[config.mk]
export PLATFORM = sky130hd
export DESIGN_NAME = pmpd_arbiter_flat
export DESIGN_NICKNAME = d
export VERILOG_FILES = /design/src/rtl/pmpd_pkg.sv /design/src/rtl/pmpd_arbiter_if.sv /design/src/rtl/pmpd_score.sv /design/src/rtl/pmpd_arbiter.sv /design/src/flat_wrapper.sv
export SDC_FILE = /design/constraint.sdc
export NUM_CORES = 1
export LEC_CHECK = 0
export CAP_MARGIN = 0
export CORE_AREA = 2 2 91 93
export CTS_CLUSTER_SIZE = 8
export DETAILED_ROUTE_END_ITERATION = 6
export DIE_AREA = 0 0 93 95
export PLACE_DENSITY = 0.71
export SYNTH_ARGS = -nofsm -noshare
export SYNTH_HDL_FRONTEND = slang
export SYNTH_SLANG_ARGS = --single-unit
[constraint.sdc]
create_clock -name clk -period 2.6 [get_ports clk]
set_clock_uncertainty 0.05 [all_clocks]
set_input_delay 0.52 -clock clk [delete_from_list [all_inputs] [get_ports clk]]
set_output_delay 0.52 -clock clk [all_outputs]
set_load 0.05 [all_outputs]
[src/rtl/pmpd_pkg.sv]
// Shared types for the pedal-misapplication decision engine.
//   state_e    : arbiter FSM state encoding (3-bit, exported on the status port)
//   MODE_*     : voting-mode selector values
//   score_width: width of the weighted score for a given channel count/weight width
package pmpd_pkg;

    typedef enum logic [2:0] {
        IDLE  = 3'd0,
        ARMED = 3'd1,
        DRIVE = 3'd2,
        HOLD  = 3'd3
    } state_e;

    localparam logic [1:0] MODE_PRIMARY_PLUS = 2'd0;
    localparam logic [1:0] MODE_MAJORITY     = 2'd1;
    localparam logic [1:0] MODE_WEIGHTED     = 2'd2;
    localparam logic [1:0] MODE_OFF          = 2'd3;

    // Sum of N_CH weights of W_WIDTH bits each never overflows this width.
    function automatic int unsigned score_width(input int unsigned n_ch, input int unsigned w_width);
        return w_width + $clog2(n_ch);
    endfunction

endpackage

[src/rtl/pmpd_arbiter_if.sv]
// Detector/control bus between the channel checkers and the decision engine.
//   master: checker/host side (drives flags, config, tick, cancel, pm_clr; reads status)
//   slave : pmpd_arbiter side (reads inputs; drives drive, pm, state, score, event_cnt)
interface pmpd_arbiter_if
    import pmpd_pkg::*;
#(
    parameter int unsigned N_CH    = 4,
    parameter int unsigned W_WIDTH = 4
);
    localparam int unsigned SCORE_W = score_width(N_CH, W_WIDTH);

    logic                      tick;
    logic [N_CH-1:0]           flags;
    logic [N_CH-1:0]           ch_en;
    logic [N_CH*W_WIDTH-1:0]   weights;
    logic [SCORE_W-1:0]        threshold;
    logic [1:0]                mode;
    logic                      cancel;
    logic                      pm_clr;

    logic                      drive;
    logic                      pm;
    logic [2:0]                state;
    logic [SCORE_W-1:0]        score;
    logic [15:0]               event_cnt;

    modport master (
        output tick, flags, ch_en, weights, threshold, mode, cancel, pm_clr,
        input  drive, pm, state, score, event_cnt
    );

    modport slave (
        input  tick, flags, ch_en, weights, threshold, mode, cancel, pm_clr,
        output drive, pm, state, score, event_cnt
    );

endinterface

[src/rtl/pmpd_score.sv]
// Stage-1 fusion: masks flags with enables, sums weights of active channels,
// counts active and enabled channels, and registers the threshold alongside
// so that score and threshold changes line up in the same cycle.
//   clk, rst      : clock, async active-high reset
//   flags_i       : detector flags
//   ch_en_i       : channel enables
//   weights_i     : packed per-channel weights, channel i at [i*W_WIDTH +: W_WIDTH]
//   threshold_i   : weighted-mode threshold
//   act_o         : registered flags & ch_en
//   score_o       : registered weighted sum of active channels
//   pop_o         : registered popcount of act
//   en_pop_o      : registered popcount of ch_en
//   thr_o         : registered threshold
module pmpd_score
    import pmpd_pkg::*;
#(
    parameter int unsigned N_CH    = 4,
    parameter int unsigned W_WIDTH = 4
) (
    input  logic                                   clk,
    input  logic                                   rst,
    input  logic [N_CH-1:0]                        flags_i,
    input  logic [N_CH-1:0]                        ch_en_i,
    input  logic [N_CH*W_WIDTH-1:0]                weights_i,
    input  logic [score_width(N_CH, W_WIDTH)-1:0]  threshold_i,
    output logic [N_CH-1:0]                        act_o,
    output logic [score_width(N_CH, W_WIDTH)-1:0]  score_o,
    output logic [$clog2(N_CH+1)-1:0]              pop_o,
    output logic [$clog2(N_CH+1)-1:0]              en_pop_o,
    output logic [score_width(N_CH, W_WIDTH)-1:0]  thr_o
);
    localparam int unsigned SCORE_W = score_width(N_CH, W_WIDTH);
    localparam int unsigned POP_W   = $clog2(N_CH + 1);

    logic [N_CH-1:0]    act_d,    act_q;
    logic [SCORE_W-1:0] score_d,  score_q;
    logic [POP_W-1:0]   pop_d,    pop_q;
    logic [POP_W-1:0]   en_pop_d, en_pop_q;
    logic [SCORE_W-1:0] thr_q;

    // Adder chain and popcounts over all channels.
    always_comb begin
        act_d    = flags_i & ch_en_i;
        score_d  = '0;
        pop_d    = '0;
        en_pop_d = '0;
        for (int i = 0; i < int'(N_CH); i++) begin
            if (act_d[i]) begin
                score_d = score_d + SCORE_W'(weights_i[i*W_WIDTH +: W_WIDTH]);
                pop_d   = pop_d + POP_W'(1);
            end
            if (ch_en_i[i]) begin
                en_pop_d = en_pop_d + POP_W'(1);
            end
        end
    end

    // Stage-1 registers.
    always_ff @(posedge clk or posedge rst) begin
        if (rst) begin
            act_q    <= '0;
            score_q  <= '0;
            pop_q    <= '0;
            en_pop_q <= '0;
            thr_q    <= '0;
        end else begin
            act_q    <= act_d;
            score_q  <= score_d;
            pop_q    <= pop_d;
            en_pop_q <= en_pop_d;
            thr_q    <= threshold_i;
        end
    end

    assign act_o    = act_q;
    assign score_o  = score_q;
    assign pop_o    = pop_q;
    assign en_pop_o = en_pop_q;
    assign thr_o    = thr_q;

endmodule

[src/rtl/pmpd_arbiter.sv]
// Pedal-misapplication decision engine: fuses detector flags by the selected
// voting mode, requires persistence over ticks before driving the actuator,
// enforces a minimum hold plus clean release, and records events.
//   clk, rst : clock, async active-high reset
//   bus      : pmpd_arbiter_if.slave
//              in : tick, flags, ch_en, weights, threshold, mode, cancel, pm_clr
//              out: drive, pm, state, score, event_cnt (all registered)
module pmpd_arbiter
    import pmpd_pkg::*;
#(
    parameter int unsigned N_CH          = 4,
    parameter int unsigned W_WIDTH       = 4,
    parameter int unsigned PRIMARY_CH    = 0,
    parameter int unsigned PERSIST_TICKS = 3,
    parameter int unsigned HOLD_TICKS    = 20,
    parameter int unsigned CLEAR_TICKS   = 5
) (
    input  logic          clk,
    input  logic          rst,
    pmpd_arbiter_if.slave bus
);
    localparam int unsigned SCORE_W = score_width(N_CH, W_WIDTH);
    localparam int unsigned POP_W   = $clog2(N_CH + 1);
    localparam int unsigned PERS_W  = $clog2(PERSIST_TICKS + 2);
    localparam int unsigned HOLD_W  = $clog2(HOLD_TICKS + 2);
    localparam int unsigned CLR_W   = $clog2(CLEAR_TICKS + 2);

    logic [N_CH-1:0]    act;
    logic [SCORE_W-1:0] score;
    logic [SCORE_W-1:0] thr;
    logic [POP_W-1:0]   pop;
    logic [POP_W-1:0]   en_pop;
    logic               cond_c;

    state_e             state_d, state_q;
    logic [PERS_W-1:0]  persist_d, persist_q;
    logic [HOLD_W-1:0]  hold_d, hold_q;
    logic [CLR_W-1:0]   clr_d, clr_q;
    logic               event_c;
    logic               drive_d, drive_q;
    logic               pm_d, pm_q;
    logic [15:0]        event_cnt_d, event_cnt_q;

    pmpd_score #(
        .N_CH    (N_CH),
        .W_WIDTH (W_WIDTH)
    ) u_score (
        .clk         (clk),
        .rst         (rst),
        .flags_i     (bus.flags),
        .ch_en_i     (bus.ch_en),
        .weights_i   (bus.weights),
        .threshold_i (bus.threshold),
        .act_o       (act),
        .score_o     (score),
        .pop_o       (pop),
        .en_pop_o    (en_pop),
        .thr_o       (thr)
    );

    // Fused condition from stage-1 registers under the live mode.
    always_comb begin
        cond_c = 1'b0;
        case (bus.mode)
            MODE_PRIMARY_PLUS:
                cond_c = act[PRIMARY_CH] &&
                         ((act & ~(N_CH'(1) << PRIMARY_CH)) != '0);
            MODE_MAJORITY:
                cond_c = (en_pop != '0) && ({pop, 1'b0} > {1'b0, en_pop});
            MODE_WEIGHTED:
                cond_c = (thr != '0) && (score >= thr);
            default:
                cond_c = 1'b0;
        endcase
    end

    // Next-state, counters and event strobe. Cancel/OFF override any tick.
    always_comb begin
        state_d   = state_q;
        persist_d = persist_q;
        hold_d    = hold_q;
        clr_d     = clr_q;
        event_c   = 1'b0;

        if (bus.cancel || (bus.mode == MODE_OFF)) begin
            state_d   = IDLE;
            persist_d = '0;
            hold_d    = '0;
            clr_d     = '0;
        end else if (bus.tick) begin
            case (state_q)
                IDLE: begin
                    if (cond_c) begin
                        if (PERSIST_TICKS <= 1) begin
                            state_d   = DRIVE;
                            event_c   = 1'b1;
                            persist_d = '0;
                            hold_d    = '0;
                        end else begin
                            state_d   = ARMED;
                            persist_d = PERS_W'(1);
                        end
                    end
                end
                ARMED: begin
                    if (cond_c) begin
                        if ((persist_q + PERS_W'(1)) >= PERS_W'(PERSIST_TICKS)) begin
                            state_d   = DRIVE;
                            event_c   = 1'b1;
                            persist_d = '0;
                            hold_d    = '0;
                        end else begin
                            persist_d = persist_q + PERS_W'(1);
                        end
                    end else begin
                        state_d   = IDLE;
                        persist_d = '0;
                    end
                end
                DRIVE: begin
                    if ((hold_q + HOLD_W'(1)) >= HOLD_W'(HOLD_TICKS)) begin
                        state_d = HOLD;
                        hold_d  = '0;
                        clr_d   = '0;
                    end else begin
                        hold_d = hold_q + HOLD_W'(1);
                    end
                end
                HOLD: begin
                    // Release needs CLEAR_TICKS consecutive ticks with the pedal flag low.
                    if (act[PRIMARY_CH]) begin
                        clr_d = '0;
                    end else if ((clr_q + CLR_W'(1)) >= CLR_W'(CLEAR_TICKS)) begin
                        state_d = IDLE;
                        clr_d   = '0;
                    end else begin
                        clr_d = clr_q + CLR_W'(1);
                    end
                end
                default: begin
                    state_d   = IDLE;
                    persist_d = '0;
                    hold_d    = '0;
                    clr_d     = '0;
                end
            endcase
        end

        drive_d     = (state_d == DRIVE) || (state_d == HOLD);
        // Event set dominates a coincident clear.
        pm_d        = event_c ? 1'b1 : (bus.pm_clr ? 1'b0 : pm_q);
        event_cnt_d = (event_c && (event_cnt_q != 16'hFFFF)) ? (event_cnt_q + 16'd1)
                                                              : event_cnt_q;
    end

    // State, counters and registered outputs.
    always_ff @(posedge clk or posedge rst) begin
        if (rst) begin
            state_q     <= IDLE;
            persist_q   <= '0;
            hold_q      <= '0;
            clr_q       <= '0;
            drive_q     <= 1'b0;
            pm_q        <= 1'b0;
            event_cnt_q <= '0;
        end else begin
            state_q     <= state_d;
            persist_q   <= persist_d;
            hold_q      <= hold_d;
            clr_q       <= clr_d;
            drive_q     <= drive_d;
            pm_q        <= pm_d;
            event_cnt_q <= event_cnt_d;
        end
    end

    assign bus.drive     = drive_q;
    assign bus.pm        = pm_q;
    assign bus.state     = 3'(state_q);
    assign bus.score     = score;
    assign bus.event_cnt = event_cnt_q;

endmodule

[src/flat_wrapper.sv]
// flat-port wrapper written by rule: the top's interface ports become plain ports
module pmpd_arbiter_flat import pmpd_pkg::*;
#(
    parameter int unsigned N_CH          = 4,
    parameter int unsigned W_WIDTH       = 4,
    parameter int unsigned PRIMARY_CH    = 0,
    parameter int unsigned PERSIST_TICKS = 3,
    parameter int unsigned HOLD_TICKS    = 20,
    parameter int unsigned CLEAR_TICKS   = 5
)
  (clk, rst, bus_tick, bus_flags, bus_ch_en, bus_weights, bus_threshold, bus_mode, bus_cancel, bus_pm_clr, bus_drive, bus_pm, bus_state, bus_score, bus_event_cnt);
  pmpd_arbiter_if #(.N_CH(N_CH), .W_WIDTH(W_WIDTH)) bus_i ();
  input  logic clk;
  input  logic rst;
  input wire logic [$bits(bus_i.tick)-1:0] bus_tick;
  input wire logic [$bits(bus_i.flags)-1:0] bus_flags;
  input wire logic [$bits(bus_i.ch_en)-1:0] bus_ch_en;
  input wire logic [$bits(bus_i.weights)-1:0] bus_weights;
  input wire logic [$bits(bus_i.threshold)-1:0] bus_threshold;
  input wire logic [$bits(bus_i.mode)-1:0] bus_mode;
  input wire logic [$bits(bus_i.cancel)-1:0] bus_cancel;
  input wire logic [$bits(bus_i.pm_clr)-1:0] bus_pm_clr;
  output wire logic [$bits(bus_i.drive)-1:0] bus_drive;
  output wire logic [$bits(bus_i.pm)-1:0] bus_pm;
  output wire logic [$bits(bus_i.state)-1:0] bus_state;
  output wire logic [$bits(bus_i.score)-1:0] bus_score;
  output wire logic [$bits(bus_i.event_cnt)-1:0] bus_event_cnt;
  assign bus_i.tick = bus_tick;
  assign bus_i.flags = bus_flags;
  assign bus_i.ch_en = bus_ch_en;
  assign bus_i.weights = bus_weights;
  assign bus_i.threshold = bus_threshold;
  assign bus_i.mode = bus_mode;
  assign bus_i.cancel = bus_cancel;
  assign bus_i.pm_clr = bus_pm_clr;
  assign bus_drive = bus_i.drive;
  assign bus_pm = bus_i.pm;
  assign bus_state = bus_i.state;
  assign bus_score = bus_i.score;
  assign bus_event_cnt = bus_i.event_cnt;
  pmpd_arbiter #(.N_CH(N_CH), .W_WIDTH(W_WIDTH), .PRIMARY_CH(PRIMARY_CH), .PERSIST_TICKS(PERSIST_TICKS), .HOLD_TICKS(HOLD_TICKS), .CLEAR_TICKS(CLEAR_TICKS)) u_core (.clk(clk), .rst(rst), .bus(bus_i));
endmodule
# Yosys cells after proc, flatten, opt, wreduce, memory -nomap -nowiden
# Cells that the tools add are included.
# op_classes
n_div	0
eq_ne	16
order_cmp	5
reduce_logical	19
shift	0
bitwise	1
add_sub_neg	13
muxes	47
n_mul	0
# ops
op	n
$mux W3	24
$mux W5	5
$add A3 B1 Y3 const B	8
$add A6 B4 Y6	3
$mux W6	3
$pmux W3 S3	2
$add A16 B1 Y16 const B	1
$ne A16 B16 Y1 const B	1
$pmux W5 S3	1
$eq A3 B2 Y1 const B	4
$ne A3 B1 Y1 const B	4
$pmux W3 S4	1
$mux W1	9
$ge A6 B6 Y1	1
$ne A2 B1 Y1 const B	3
$reduce_and A3 Y1	2
$reduce_bool A6 Y1	1
$reduce_or A2 Y1	3
$add A5 B1 Y5 const B	1
$ge A5 B5 Y1 const B	1
$and A4 B4 Y4	1
$eq A2 B2 Y1 const B	2
$gt A4 B3 Y1	1
$logic_and A1 B1 Y1	4
13 further kinds	15
# totals
rom_bits	0
mem_bits_rw	0
output_inout_bits	27
inputBits	37
latchBits	0
word_cells	113
mem_count	0
register_bits	54

# Depth between registers and ports, before layout
# logic_depth
word_depth	9
ltp_mapped	17
depth_no_buf	17

# Hierarchy
# Synthesis repeated with hierarchy kept, for this count alone.
# hier_totals
hier_cells	379
hier_area_um2	3713.6
# by_module_without_submodules
mod	instances	cells_each	area_per_inst_um2	seq_area_each_um2
pmpd_arbiter	1	236	2233.4	800.8
pmpd_score	1	143	1480.2	550.5

# Worst setup path after synthesis
# Ideal clock, no wire load.
# synth_path
path_kind	input-to-reg
start	input port bus_weights[0]
end	register u_core.u_score.score_q[5] (netlist: u_core.u_score.score_o[5])
slack_ps	-1280
arrival_ps	3704
required_time_ps	2424
setup_time_ps	126
stages	17
path_buffers	0
path_cell_list	and3_1 -> ha_1 -> fa_1 -> mux2i_1 -> inv_1 -> ha_1 -> a21o_1 -> a21oi_1 -> xnor2_1 -> mux2_2 -> ha_1 -> nor2_1 -> nor2_1 -> o31a_1 -> nor3b_1 -> a31oi_1 -> o311a_1
# synth_between
elab_chain_len	7
# synth_rtl
element	line_no	source
from (decl)	flat_wrapper.sv:18	input wire logic [$bits(bus_i.weights)-1:0] bus_weights;
$mux W4 *	pmpd_score.sv:48	if (act_d[i]) begin
$add A6 B4 Y6	pmpd_score.sv:49	score_d = score_d + SCORE_W'(weights_i[i*W_WIDTH +: W_WIDTH]);
$mux W6 *	pmpd_score.sv:48	
$add A6 B4 Y6	pmpd_score.sv:49	
$mux W6 *	pmpd_score.sv:48	
$add A6 B4 Y6	pmpd_score.sv:49	
$mux W6 *	pmpd_score.sv:48	
net u_core.u_score.score_d[5]	pmpd_score.sv:36	logic [SCORE_W-1:0] score_d, score_q;
to (signal assigned)	pmpd_score.sv:68	score_q <= score_d;
to (decl)	pmpd_score.sv:36	
# The timed path passes the listed nets; every way through them passes the cells marked *.
# A chain may end at the register's enable or synchronous reset.

# Final worst setup path
# layout_path
start	input port bus_flags[0]
end	register u_core.u_score.score_q[5] (netlist: u_core.u_score.score_o[5])
# layout_between
elab_chain_len	8
# layout_rtl
element	line_no	source
from (decl)	flat_wrapper.sv:16	input wire logic [$bits(bus_i.flags)-1:0] bus_flags;
$and A4 B4 Y4 *	pmpd_score.sv:43	act_d = flags_i & ch_en_i;
$mux W4 *	pmpd_score.sv:48	
$add A6 B4 Y6	pmpd_score.sv:49	
$mux W6 *	pmpd_score.sv:48	
$add A6 B4 Y6	pmpd_score.sv:49	
$mux W6 *	pmpd_score.sv:48	
$add A6 B4 Y6	pmpd_score.sv:49	
$mux W6 *	pmpd_score.sv:48	
net u_core.u_score.score_d[5]	pmpd_score.sv:36	
# Marked as above.

==> flow_summary.yaml <==
floorplanning:
  fp.dieH_um: 95
  ios: 64
  initial_core_util: 0.435
  die_area_mm2: 0.00884
  num_rows: 33
  coreArea_mm2: 0.00793
  die_x_um: 93
synth:
  synth_edf_count: 0
  syn-num-nets: 425
  synthFlopType: "dfrtp_1"
  yosys_warnings: 0
  synthArstFlopShare: 1.00
  synth_seq_cells: 54
  avgSynthCellArea_um2: 9.79
  synthCells: 352
  yosysSeqAreaShare: 0.392
  synth_cell_types: 53
  syn_area_mm2: 0.00345
route:
  wl_mm: 7.59
  wl_met1_mm: 3.15
  wl_per_cell_um: 13.4
  wl_met3_um: 395
  drcViolationCount: 0
  wl_met2_mm: 3.97
  drt-initial-drc-count: 92
  drtPass1Iterations: 4
  dr.max_layer_used: "met4"
  vias_per_cell: 5.20
  drtAntennaViolNets: 0
  num_vias: 2949
placement:
  gp_congestion: 0.824
  dp_slack_ns: -1.68
  post-dp-hpwl_mm: 6.16
  io_buffer_count: 63
timing:
  worst_slew_pin_slew_ns: 0.604
  setup_ws_ns: -0.951
  finalMaxSlewViolations: 0
  rsz0062_at_grt: "yes"
  clock.fmax_mhz: 282
  hold_viol_final: 0
  setup_violations: 5
  fin_crit_ns: 3.55
  slew_headroom: 0.597
  period_share: 1.37
clock_tree:
  cts-root-buf: "clkbuf_8"
  clkTransAtPathRegs_ns: 0.10
  cts_tree: "done"
  cts_buffers: 5
  cts_max_path_buffers: 2
  cts.sinks: 54
  insertion_delay_ns: 0.31
  cts_max_level: 2
worst_setup_path:
  cp-end-kind: "flop"
  required_ns: 2.74
  critPathKind: "in -> reg"
  crit_arrival_ns: 3.69
  crit_slowest_cell: "fa_1"
  critPathTopFamily: "adder cells"
  rr_worst_depth: 8
  r2r_slack_ns: 0.32
  crit_fanout: 3
  r2r-end: "u_core.bus.event_cnt[12]$_DFFE_PP0P_"
  critical-path-max-stage-delay_ns: 0.46
  path_buf_inv: 2
  crit_chain: "buf_8, and3_4, ha_4, fa_1, mux2i_2, inv_1, ha_1, a21o_1, a21oi_2, xnor2_1, mux2_4, ha_4, nor2_1, nor2_1, o31a_1, nor3b_2, a31oi_1, o311a_1"
  r2r-start: "u_core.persist_q[0]$_DFFE_PP0P_"
  critPathLaunchType: "input pin"
global_routing:
  grt_max_degree: 32
  grt_usage: 0.186
  grt_pass1_vias: 2996
  antenna_found_initial: 0
  overflow: 0
  grt_pass1_wl_mm: 13.2
worst_hold_path:
  hold_class: "reg -> reg"
  min_path_cells: 1
  hold_start: "u_core.bus.event_cnt[9]$_DFFE_PP0P_"
  hold_end: "u_core.bus.event_cnt[9]$_DFFE_PP0P_"
status:
  status: "complete, but fails checks"
  violations: "setup timing"
job:
  maxCapViolations: 0
cells_and_area:
  nNetsFinal: 535
  layout_common_cells: "57 x clkdlybuf4s50_1, 54 x dfrtp_1, 44 x buf_4"
  diodes: 0
  drive_above_1_share: 0.171
  syn_to_final_growth_pct: 35.4
  layout_commonest_cell: "clkdlybuf4s50_1"
  utilization: 0.589
  fill_cells: 704
power_and_ir_drop:
  power_density_mw_per_mm2: 400
  leakage_nw: 2.21
  ir_worst_vdd_v: 0.000208
==> worst register-to-register path: stages, from the launching register on <==
cell and delay, ns:
dfrtp_1 0.43, inv_1 0.06, ha_1 0.30, nor2_1 0.04, or3_1 0.41, and2_1 0.28, and3_1 0.20, nand4_1 0.10
mux2_1 0.31
==> sequential cells by signal, indices dropped and copies added, names as in the netlist <==
register	flops
u_core.u_score.act_o	4
u_core.u_score.score_o	6
u_core.bus.event_cnt	16
u_core.hold_q	5
u_core.bus.pm	1
u_core.persist_q	3
u_core.clr_q	3
u_core.u_score.en_pop_o	3
u_core.u_score.thr_o	6
u_core.u_score.pop_o	3
u_core.bus.state	3
u_core.bus.drive	1
==> metrics by stage <==
step                      hold WS, ns  instances  area (um2)  power [mW]  setup TNS (ns)
after floorplan                 0.424        352        3490        1.19           -3.34
after global placement          0.429        555        4520        1.39           -6.78
after detailed placement        0.443        555        4520        1.41           -7.26
after CTS                       0.462        566        4660        1.88           -3.65
after global routing            0.482        567        4670        1.98           -3.89
final                           0.458        567        4670        1.87           -3.26
==> where the power goes <==
group	switching [mW]	internal, mW	total [mW]
Sequential	0.0210	0.875	0.896
Clock	0.272	0.187	0.459
Combinational	0.252	0.261	0.513
==> cell type report <==
type	instances	area, um2	area share
clock buffers	5	68.8	0.0147
clock inverters	2	13.8	0.00295
inverters	27	101	0.0217
multi-input cells	265	2020	0.432
flip-flops and latches	54	1350	0.290
well taps	105	131	0.0282
repair buffers	109	982	0.210
==> Yosys cell counts, types with 3 or more instances <==
cell	number	area [um2]
inv_1	27	101
and2_1	6	37.5
mux2_2	7	78.8
o21ai_0	21	105
a31oi_1	5	31.3
a21oi_1	14	70.1
nor2_1	15	56.3
or3_1	4	25.0
a211oi_1	3	22.5
nand3b_1	4	30.0
dfrtp_1	54	1350
nand2_1	31	116
fa_1	3	60.1
nor4_1	3	18.8
xor2_1	9	78.8
nor2b_1	6	37.5
and3_1	11	68.8
a21o_1	6	45.0
o31ai_1	3	22.5
ha_1	33	413
nand2b_1	5	31.3
nor3_1	6	30.0
xnor2_1	20	175
nand3_1	9	45.0
nand4_1	12	75.1
==> worst max path at each step <==
stage,slack (ns),from,end,cells after the start
2_1_floorplan,-1.09,bus_weights[0],u_core.u_score.score_o[5]$_DFF_PP0_,17
3_3_place_gp,-1.59,bus_ch_en[0],u_core.u_score.score_o[5]$_DFF_PP0_,18
3_5_place_dp,-1.68,bus_ch_en[0],u_core.u_score.score_o[5]$_DFF_PP0_,18
4_1_cts,-1.07,bus_flags[0],u_core.u_score.score_o[5]$_DFF_PP0_,18
5_1_grt,-1.15,bus_flags[0],u_core.u_score.score_o[5]$_DFF_PP0_,18
6_report,-0.95,bus_flags[0],u_core.u_score.score_o[5]$_DFF_PP0_,18
==> repair_timing <==
item	CTS	global route
resized for setup	27	3
pin swaps	15	14
hold buffers	0	0
hold endpoints to repair	0	0
buffers inserted	5	2
endpoints found under the setup margin	6	5
==> kinds of logic (layout without fill, tap and decap cells) <==
logic type | Yosys count | after routing | share of synthesized area
compound gates | 69 | 69 | 0.134
xor+xnor | 29 | 29 | 0.0737
mux | 11 | 11 | 0.0352
simple gates | 119 | 119 | 0.183
fa+ha+maj | 37 | 37 | 0.140
flops | 54 | 54 | 0.392
buf+inv | 33 | 143 | 0.0421
==> routing by layer <==
metal / vias to the layer above / global-route usage
li1: 1468 / -
met1: 1393 / 0.218
met4: 0 / 0.0453
met3: 8 / 0.0383
met5: - / 0
met2: 80 / 0.346
(Power assumes the default switching activity.)
